===== src/rtl/prefix_subtractor_32bit_pipe_pkg.sv =====
// Shared constants and types for the pipelined prefix subtractor.
//   WIDTH        : operand width (SLICE * NSLICE)
//   SLICE        : bits per Kogge-Stone slice
//   NSLICE       : number of slices, derived from WIDTH / SLICE
//   SLICE_LEVELS : prefix levels inside one slice
//   s1_entry_t   : everything stage 1 hands to stage 2
package prefix_sub_pkg;

  localparam int WIDTH        = 32;
  localparam int SLICE        = 8;
  localparam int NSLICE       = WIDTH / SLICE;
  localparam int SLICE_LEVELS = $clog2(SLICE);

  typedef logic [SLICE-1:0] slice_t;

  // Both carry-in candidates of every slice travel together with the
  // slice group generate/propagate, so stage 2 only has to pick one sum.
  typedef struct packed {
    slice_t [NSLICE-1:0] sum0;
    slice_t [NSLICE-1:0] sum1;
    logic   [NSLICE-1:0] g;
    logic   [NSLICE-1:0] p;
    logic                a_msb;
    logic                b_msb;
  } s1_entry_t;

endpackage


===== src/rtl/prefix_subtractor_32bit_pipe_if.sv =====
// Stream bundle of the subtractor.
//   in_valid/in_ready   : operand handshake, a = minuend, b = subtrahend
//   out_valid/out_ready : result handshake
//   diff, borrow, ovf, zero : result and status flags
// master = producer/consumer side, slave = the subtractor.
interface prefix_subtractor_32bit_pipe_if;

  logic                             in_valid;
  logic                             in_ready;
  logic [prefix_sub_pkg::WIDTH-1:0] a;
  logic [prefix_sub_pkg::WIDTH-1:0] b;
  logic                             out_valid;
  logic                             out_ready;
  logic [prefix_sub_pkg::WIDTH-1:0] diff;
  logic                             borrow;
  logic                             ovf;
  logic                             zero;

  modport master (
    output in_valid, a, b, out_ready,
    input  in_ready, out_valid, diff, borrow, ovf, zero
  );

  modport slave (
    input  in_valid, a, b, out_ready,
    output in_ready, out_valid, diff, borrow, ovf, zero
  );

endinterface


===== src/rtl/prefix_subtractor_32bit_pipe_slice.sv =====
// prefix_slice_8bit_cs: combinational Kogge-Stone slice with carry-select.
//   a     : minuend slice
//   bp    : inverted subtrahend slice
//   sum0  : slice sum assuming carry-in 0
//   sum1  : slice sum assuming carry-in 1
//   g_grp : slice group generate
//   p_grp : slice group propagate
module prefix_slice_8bit_cs
  import prefix_sub_pkg::*;
(
  input  slice_t a,
  input  slice_t bp,
  output slice_t sum0,
  output slice_t sum1,
  output logic   g_grp,
  output logic   p_grp
);

  // Level L bit i holds the group (G,P) over bits [i : max(0, i-2^L+1)];
  // after the last level every bit covers down to bit 0.
  logic [SLICE_LEVELS:0][SLICE-1:0] g_lvl;
  logic [SLICE_LEVELS:0][SLICE-1:0] p_lvl;

  assign g_lvl[0] = a & bp;
  assign p_lvl[0] = a ^ bp;

  generate
    for (genvar li = 0; li < SLICE_LEVELS; li++) begin : g_level
      localparam int DIST = 1 << li;
      for (genvar gi = 0; gi < SLICE; gi++) begin : g_bit
        if (gi >= DIST) begin : g_comb
          assign g_lvl[li+1][gi] = g_lvl[li][gi] | (p_lvl[li][gi] & g_lvl[li][gi-DIST]);
          assign p_lvl[li+1][gi] = p_lvl[li][gi] & p_lvl[li][gi-DIST];
        end else begin : g_pass
          assign g_lvl[li+1][gi] = g_lvl[li][gi];
          assign p_lvl[li+1][gi] = p_lvl[li][gi];
        end
      end
    end
  endgenerate

  // Carry into bit i is G[i-1] for carry-in 0 and G[i-1] | P[i-1] for 1.
  assign sum0[0] = p_lvl[0][0];
  assign sum1[0] = ~p_lvl[0][0];

  generate
    for (genvar gi = 1; gi < SLICE; gi++) begin : g_sum
      assign sum0[gi] = p_lvl[0][gi] ^ g_lvl[SLICE_LEVELS][gi-1];
      assign sum1[gi] = p_lvl[0][gi] ^ (g_lvl[SLICE_LEVELS][gi-1] | p_lvl[SLICE_LEVELS][gi-1]);
    end
  endgenerate

  assign g_grp = g_lvl[SLICE_LEVELS][SLICE-1];
  assign p_grp = p_lvl[SLICE_LEVELS][SLICE-1];

endmodule


===== src/rtl/prefix_subtractor_32bit_pipe.sv =====
// Two-stage pipelined subtractor, diff = a + ~b + 1.
//   clk   : rising-edge clock
//   rst_n : asynchronous active-low reset
//   bus   : slave side of the stream bundle (operands in, result + flags out)
// Stage 1 registers per-slice carry-select sums and group G/P; stage 2
// resolves the inter-slice carries, selects the sums and registers the
// result and flags. Backpressure ripples combinationally from out_ready.
module prefix_subtractor_32bit_pipe
  import prefix_sub_pkg::*;
(
  input  logic                           clk,
  input  logic                           rst_n,
  prefix_subtractor_32bit_pipe_if.slave  bus
);

  logic [WIDTH-1:0]    bp;
  slice_t [NSLICE-1:0] sum0_w;
  slice_t [NSLICE-1:0] sum1_w;
  logic   [NSLICE-1:0] g_w;
  logic   [NSLICE-1:0] p_w;

  s1_entry_t s1_next;
  s1_entry_t s1_reg;
  logic      s1_valid_reg;

  logic [NSLICE:0]  carry;
  logic [WIDTH-1:0] diff_next;
  logic             ovf_next;
  logic [WIDTH-1:0] diff_reg;
  logic             borrow_reg;
  logic             ovf_reg;
  logic             zero_reg;
  logic             s2_valid_reg;

  logic s1_load;
  logic s2_load;

  // A stage may take new content when it is empty or its content leaves.
  assign s2_load      = !s2_valid_reg || bus.out_ready;
  assign s1_load      = !s1_valid_reg || s2_load;
  assign bus.in_ready = s1_load;

  assign bp = ~bus.b;

  generate
    for (genvar gi = 0; gi < NSLICE; gi++) begin : g_slice
      prefix_slice_8bit_cs u_slice (
        .a     (bus.a[gi*SLICE +: SLICE]),
        .bp    (bp[gi*SLICE +: SLICE]),
        .sum0  (sum0_w[gi]),
        .sum1  (sum1_w[gi]),
        .g_grp (g_w[gi]),
        .p_grp (p_w[gi])
      );
    end
  endgenerate

  assign s1_next = '{
    sum0:  sum0_w,
    sum1:  sum1_w,
    g:     g_w,
    p:     p_w,
    a_msb: bus.a[WIDTH-1],
    b_msb: bus.b[WIDTH-1]
  };

  always_ff @(posedge clk or negedge rst_n) begin
    if (!rst_n) begin
      s1_valid_reg <= 1'b0;
      s1_reg       <= '0;
    end else if (s1_load) begin
      s1_valid_reg <= bus.in_valid;
      if (bus.in_valid) begin
        s1_reg <= s1_next;
      end
    end
  end

  // Slice-level carry chain; the +1 of the two's complement is carry[0].
  assign carry[0] = 1'b1;

  generate
    for (genvar gi = 0; gi < NSLICE; gi++) begin : g_resolve
      assign carry[gi+1] = s1_reg.g[gi] | (s1_reg.p[gi] & carry[gi]);
      assign diff_next[gi*SLICE +: SLICE] = carry[gi] ? s1_reg.sum1[gi] : s1_reg.sum0[gi];
    end
  endgenerate

  // Overflow only possible when operand signs differ.
  assign ovf_next = (s1_reg.a_msb != s1_reg.b_msb) && (diff_next[WIDTH-1] != s1_reg.a_msb);

  always_ff @(posedge clk or negedge rst_n) begin
    if (!rst_n) begin
      s2_valid_reg <= 1'b0;
      diff_reg     <= '0;
      borrow_reg   <= 1'b0;
      ovf_reg      <= 1'b0;
      zero_reg     <= 1'b0;
    end else if (s2_load) begin
      s2_valid_reg <= s1_valid_reg;
      if (s1_valid_reg) begin
        diff_reg   <= diff_next;
        borrow_reg <= ~carry[NSLICE];
        ovf_reg    <= ovf_next;
        zero_reg   <= (diff_next == '0);
      end
    end
  end

  assign bus.out_valid = s2_valid_reg;
  assign bus.diff      = diff_reg;
  assign bus.borrow    = borrow_reg;
  assign bus.ovf       = ovf_reg;
  assign bus.zero      = zero_reg;

endmodule


===== src/flat_wrapper.sv =====
// flat-port wrapper written by rule: the top's interface ports become plain ports
module prefix_subtractor_32bit_pipe_flat import prefix_sub_pkg::*;
  (clk, rst_n, bus_in_valid, bus_a, bus_b, bus_out_ready, bus_in_ready, bus_out_valid, bus_diff, bus_borrow, bus_ovf, bus_zero);
  prefix_subtractor_32bit_pipe_if bus_i ();
  input  logic clk;
  input  logic rst_n;
  input wire logic [$bits(bus_i.in_valid)-1:0] bus_in_valid;
  input wire logic [$bits(bus_i.a)-1:0] bus_a;
  input wire logic [$bits(bus_i.b)-1:0] bus_b;
  input wire logic [$bits(bus_i.out_ready)-1:0] bus_out_ready;
  output wire logic [$bits(bus_i.in_ready)-1:0] bus_in_ready;
  output wire logic [$bits(bus_i.out_valid)-1:0] bus_out_valid;
  output wire logic [$bits(bus_i.diff)-1:0] bus_diff;
  output wire logic [$bits(bus_i.borrow)-1:0] bus_borrow;
  output wire logic [$bits(bus_i.ovf)-1:0] bus_ovf;
  output wire logic [$bits(bus_i.zero)-1:0] bus_zero;
  assign bus_i.in_valid = bus_in_valid;
  assign bus_i.a = bus_a;
  assign bus_i.b = bus_b;
  assign bus_i.out_ready = bus_out_ready;
  assign bus_in_ready = bus_i.in_ready;
  assign bus_out_valid = bus_i.out_valid;
  assign bus_diff = bus_i.diff;
  assign bus_borrow = bus_i.borrow;
  assign bus_ovf = bus_i.ovf;
  assign bus_zero = bus_i.zero;
  prefix_subtractor_32bit_pipe u_core (.clk(clk), .rst_n(rst_n), .bus(bus_i));
endmodule

===== config.mk =====
export PLATFORM = sky130hd
export DESIGN_NAME = prefix_subtractor_32bit_pipe_flat
export DESIGN_NICKNAME = d
export VERILOG_FILES = /design/src/rtl/prefix_subtractor_32bit_pipe_pkg.sv /design/src/rtl/prefix_subtractor_32bit_pipe_if.sv /design/src/rtl/prefix_subtractor_32bit_pipe_slice.sv /design/src/rtl/prefix_subtractor_32bit_pipe.sv /design/src/flat_wrapper.sv
export SDC_FILE = /design/constraint.sdc
export NUM_CORES = 1
export LEC_CHECK = 0
export BUFFER_PORTS_ARGS = -buffer_cell sky130_fd_sc_hd__buf_4
export CAP_MARGIN = 20
export CORE_AREA = 2 2 125 96
export DETAILED_ROUTE_END_ITERATION = 6
export DIE_AREA = 0 0 127 98
export PLACE_DENSITY = 0.77
export SKIP_LAST_GASP = 1
export SLEW_MARGIN = 30
export SYNTH_ARGS = -nofsm -noshare
export SYNTH_HDL_FRONTEND = slang
export SYNTH_SLANG_ARGS = --single-unit
export TNS_END_PERCENT = 30

===== constraint.sdc =====
create_clock -name clk -period 3.02 [get_ports clk]
set_input_delay 0.302 -clock clk [delete_from_list [all_inputs] [get_ports clk]]
set_output_delay 0.302 -clock clk [all_outputs]
set_load 0.02 [all_outputs]

# Word level (Yosys, flattened, before mapping)
# Index checks and enable logic that the tools add are counted.
# word_totals
reg_bits	103
wordCells	332
# op_classes
bitwise_logic	302
n_reduce_logical	8
n_eq_ne	2
mux	3
# op_table
cell	n
1-bit bitwise AND	139
1-bit OR	100
1-bit XOR	49
8-bit bitwise AND	4
32-bit logical NOT	1
32-bit inverter	1
8-bit XOR	4
8-bit two-way mux	3
1-bit inverter	5
2-bit AND reduction	2
1-bit logical NOT	2
1-bit logical OR	2
1-bit inequality test	2
1-bit logical AND	1

# Depth between registers and ports, before layout
# logic_depth
depth_word	9
ltp_mapped	8
mapped_depth_nobuf	8

# Modules after synthesis
# Synthesis repeated with hierarchy kept, for this count alone.
# hier_totals
cells_unflattened	695
hier_area_um2	6682.7
# by_module_without_submodules
module	n_inst	area_each_um2	cells_each	seq_area_each_um2
prefix_subtractor_32bit_pipe	1	4361.7	361	2577.5
prefix_slice_8bit_cs at u_core.g_slice[1].u_slice ...	3	588.1	86	0.0
prefix_slice_8bit_cs at u_core.g_slice[0].u_slice	1	556.8	76	0.0

# Worst setup path after synthesis
# No wires, ideal clock.
# synth_path
path_type	input-to-reg
start	in bus_b[8]
end	reg u_core.s1_reg[56] (netlist bit)
arrival_time_ns	1.894
slack_ns	0.995
path_buffers	0
cell_stages	8
path_cell_list	inv_1 > ha_1 > fa_1 > a21o_1 > a21o_1 > a21oi_2 > nor4b_1 > or3_1
# synth_via
elab_chain_cells	7
# synth_lines
element	line_no	source
start: declaration	flat_wrapper.sv:9	input wire logic [$bits(bus_i.b)-1:0] bus_b;
32-bit inverter	prefix_subtractor_32bit_pipe.sv:43	assign bp = ~bus.b;
8-bit bitwise AND	prefix_subtractor_32bit_pipe_slice.sv:24	assign g_lvl[0] = a & bp;
1-bit bitwise AND	prefix_subtractor_32bit_pipe_slice.sv:32	assign g_lvl[li+1][gi] = g_lvl[li][gi] | (p_lvl[li][gi] & g_lvl[li][gi-DIST]);
1-bit OR	prefix_subtractor_32bit_pipe_slice.sv:32	
1-bit bitwise AND	prefix_subtractor_32bit_pipe_slice.sv:32	
1-bit OR	prefix_subtractor_32bit_pipe_slice.sv:32	
1-bit XOR	prefix_subtractor_32bit_pipe_slice.sv:48	assign sum0[gi] = p_lvl[0][gi] ^ g_lvl[SLICE_LEVELS][gi-1];
end signal: assignment	prefix_subtractor_32bit_pipe.sv:74	s1_reg <= s1_next;
end: declaration	prefix_subtractor_32bit_pipe.sv:23	s1_entry_t s1_reg;
# No other way between the ends.
# A chain may end at the register's enable or synchronous reset.

# Worst setup path after layout
# layout_path
start	reg u_core.s2_valid_reg (netlist: u_core.bus.out_valid)
end	reg u_core.s1_reg[41] (netlist bit)
# layout_via
elab_chain_cells	4
# layout_lines
element	line_no	source
start: declaration	prefix_subtractor_32bit_pipe.sv:33	logic s2_valid_reg;
start signal: assignment	prefix_subtractor_32bit_pipe.sv:100	s2_valid_reg <= s1_valid_reg;
1-bit logical NOT	prefix_subtractor_32bit_pipe.sv:39	assign s2_load = !s2_valid_reg || bus.out_ready;
1-bit logical OR	prefix_subtractor_32bit_pipe.sv:39	
1-bit logical OR	prefix_subtractor_32bit_pipe.sv:40	assign s1_load = !s1_valid_reg || s2_load;
2-bit AND reduction (no source line)	n/a	
# No other way between the ends.

==> run_results.csv <==
group,metric,value,unit
floorplanning,die_y,98,µm
placed_design,port-buffer-count,104,
run_status,status,"completed",
sta,finalSetupTns,0,ns
clock_tree,cts_max_path_buffers,2,
yosys,synth_edf_count,0,
setup_path,crit_fanout,19,
sta,tightest_slew,0.931,ns
setup_path,critPathSlowestCell,"and2_1",
clock_tree,cts-root-buf,"clkbuf_16",
yosys,synth_seq_cells,103,
power,ir_drop,0.309,mV
yosys,ys_async_sr_fraction,100,%
setup_path,path_delay_family,"simple AND/OR/NAND/NOR gates",
yosys,synth_nets,763,
clock_tree,tritoncts,"yes",
global_route,grt_pass1_vias,4573,
global_route,grt_max_degree,57,
finish,largest_reg_flops,58,
global_route,globalRouteTotalUtil,21.4,%
sta,fmax,518,MHz
sta,finalCriticalPeriod,1.93,ns
drt,via_per_inst,5.46,
setup_path,crit_path_cell_trace,"nand3b_1 -> and2_1 -> and3_1 -> mux2i_1 -> o311ai_1",
sta,rsz0062_at_grt,"false",
power,leakage,0.00352,µW
setup_path,required,3.25,ns
yosys,syn_area_per_cell,9.24,µm²
placed_design,dp_hpwl,10000,µm
yosys,synth_xor_area_share,5.49,%
floorplanning,dieArea,12400,µm²
finish,layout_common_cells,"buf_4 (112), dfrtp_1 (103), nand2_1 (86), nor2_1 (52), a21oi_1 (46)",
floorplanning,fp.coreArea,11300,µm²
finish,n_antenna_cell,0,
drt,drt_wl_total,13200,µm
power,p_per_area,627,nW/µm²
sta,finalSetupViolCount,0,
drt,via_count,4896,
yosys,synth_top_family_by_area,"compound AO/OA/AOI/OAI gates",
hold_path,hold_class,"in2reg",
global_route,antenna_found_initial,0,
setup_path,cp.arrival,2.16,ns
clock_tree,cts_sinks,103,
clock_tree,cts_made_buffers,9,
clock_tree,h-tree-depth,3,
yosys,yosysUniqueCellTypes,61,
drt,drt-initial-drc-count,312,
drt,wire_per_inst,14.7,µm
yosys,ys.warnings.count,0,
finish,drive_gt1_share,19.9,%
finish,layout.nets,854,
sta,drv_slew,0,
flow_run,maxCapViolations,0,
yosys,ys.flop_type,"dfrtp_1",
yosys,synth_adder_area_share,8.42,%
clock_tree,cts-resized-gates,0,
finish,nFillCells,976,
setup_path,slowest_delay,0.78,ns
clock_tree,clkSlewWorstSetupHoldPaths,0.07,ns
floorplanning,ios,105,
finish,final_common_cell,"buf_4",
yosys,muxShareOfSynthArea,6.30,%
global_route,grt_pass1_wl,21900,µm
finish,area_growth,19.6,%
sta,slew-limit-headroom,37.9,%
setup_path,worst_setup_path_end_kind,"flip-flop",
yosys,synth_seq_area_share,42.5,%
setup_path,worstSetupPathType,"reg2reg",
floorplanning,die_x,127,µm
floorplanning,row_count,34,
drt,antenna_left,0,
yosys,synth-simple-area-share,15.9,%
yosys,netlist_instances,656,
sta,worst_slack,1.09,ns
drt,route.detailed.drc,0,
floorplanning,start_util,53.5,%
clock_tree,clock_latency,0.35,ns
sta,finalClockSkew,0.0112,ns
global_route,globalRouteOverflowTotal,0,
sta,layout_worst_path_cycle_share,63.9,%
yosys,synth-compound-area-share,16.0,%
placed_design,dp_slack,0.765,ns
setup_path,start_kind,"flip-flop",
placed_design,gp_congestion,0.866,
setup_path,path_buf_inv,0,
drt,dr.pass1.iters,4,
sta,hold_viol,0,
yosys,netlist_area,6060,µm²
per-layer routing:
metal	vias up	global-route usage (%)	share of wire (%)	wire length (µm)
li1	2463	-	-	-
met1	2294	31.0	48	6350
met2	129	34.4	47	6150
met3	10	4.05	4.3	566
met4	0	3.80	0.75	99
met5	-	0	0	0
report_power, final:
part	total, µW	leakage, µW	internal (µW)	switching, µW
combinational	1450	0.00213	655	791
clock	1170	0.000152	611	556
sequential	1930	0.00124	1690	232
total	4540	0.00352	2960	1580
cells in the mapped netlist (all sizes together) (8+ instances only):
cell type,count,area [µm²]
xnor2,25,219
nor2,53,206
nand2b,9,56.3
clkbuf,12,45.0
o21ai,53,269
nor4,14,87.6
a21o,10,75.1
buf,21,119
inv,44,165
nand2,87,327
nand3,8,40.0
mux2,9,101
mux2i,28,280
dfrtp,103,2580
ha,36,450
a21oi,49,257
nor3,8,40.0
xor2,13,114
timing repair:
action                                  4_1_cts  5_1_grt
buffers inserted                              0        0
hold endpoints to repair                     34        0
hold buffers                                  1        0
endpoints found under the setup margin        0        0
area by class of cell:
| type | count | area [µm²] | area share (%) |
|---|---|---|---|
| repair buffers | 113 | 851 | 11.7 |
| multi-input cells | 476 | 3160 | 43.6 |
| flip-flops and latches | 103 | 2580 | 35.6 |
| clock buffers | 10 | 239 | 3.30 |
| inverters | 44 | 165 | 2.28 |
| well taps | 144 | 180 | 2.49 |
| clock inverters | 6 | 70.1 | 0.967 |
stage by stage:
stage / total power, µW / std cells / util (%) / cell area, µm² / hold WS [ns]
after global routing: 4810 / 896 / 64.0 / 7240 / 0.189
after detailed placement: 3410 / 879 / 61.2 / 6930 / 0.286
after CTS: 4580 / 896 / 64.0 / 7240 / 0.189
final: 4540 / 896 / 64.0 / 7240 / 0.199
after floorplan: 2850 / 656 / - / 6060 / 0.00641
after global placement: 3350 / 879 / 61.2 / 6930 / 0.280
kinds of logic (layout without fill, tap and decap cells):
group / count (synthesis) / count (layout)
AOI/OAI and AO/OA: 154 / 154
xor gates and xnor gates: 38 / 38
adders and majority gates: 39 / 39
buffers and inverters: 77 / 173
DFF: 103 / 103
muxes: 37 / 37
and+or+nand+nor: 208 / 208
tightest hold or removal path: stages:
cell,delay (ns)
buf_4,0.10
nand2_1,0.05
nand2_1,0.06
final timing paths:
path / depth (start not counted) / slack (ns) / end / from
worst max-delay path: 5 / 1.09 / u_core.s1_reg[41] / u_core.bus.out_valid
worst min-delay path: 3 / 0.20 / u_core.s1_reg[1] / bus_a[31]
worst max register to register: 5 / 1.09 / u_core.s1_reg[41] / u_core.bus.out_valid
worst min register to register: 1 / 0.49 / u_core.bus.out_valid / u_core.s1_valid_reg
max in group asynchronous: 3 / 1.72 / u_core.bus.diff[26] / rst_n
min in group asynchronous: 2 / 0.45 / u_core.bus.diff[0] / rst_n
Note: power is estimated with default switching activity, not from simulation.
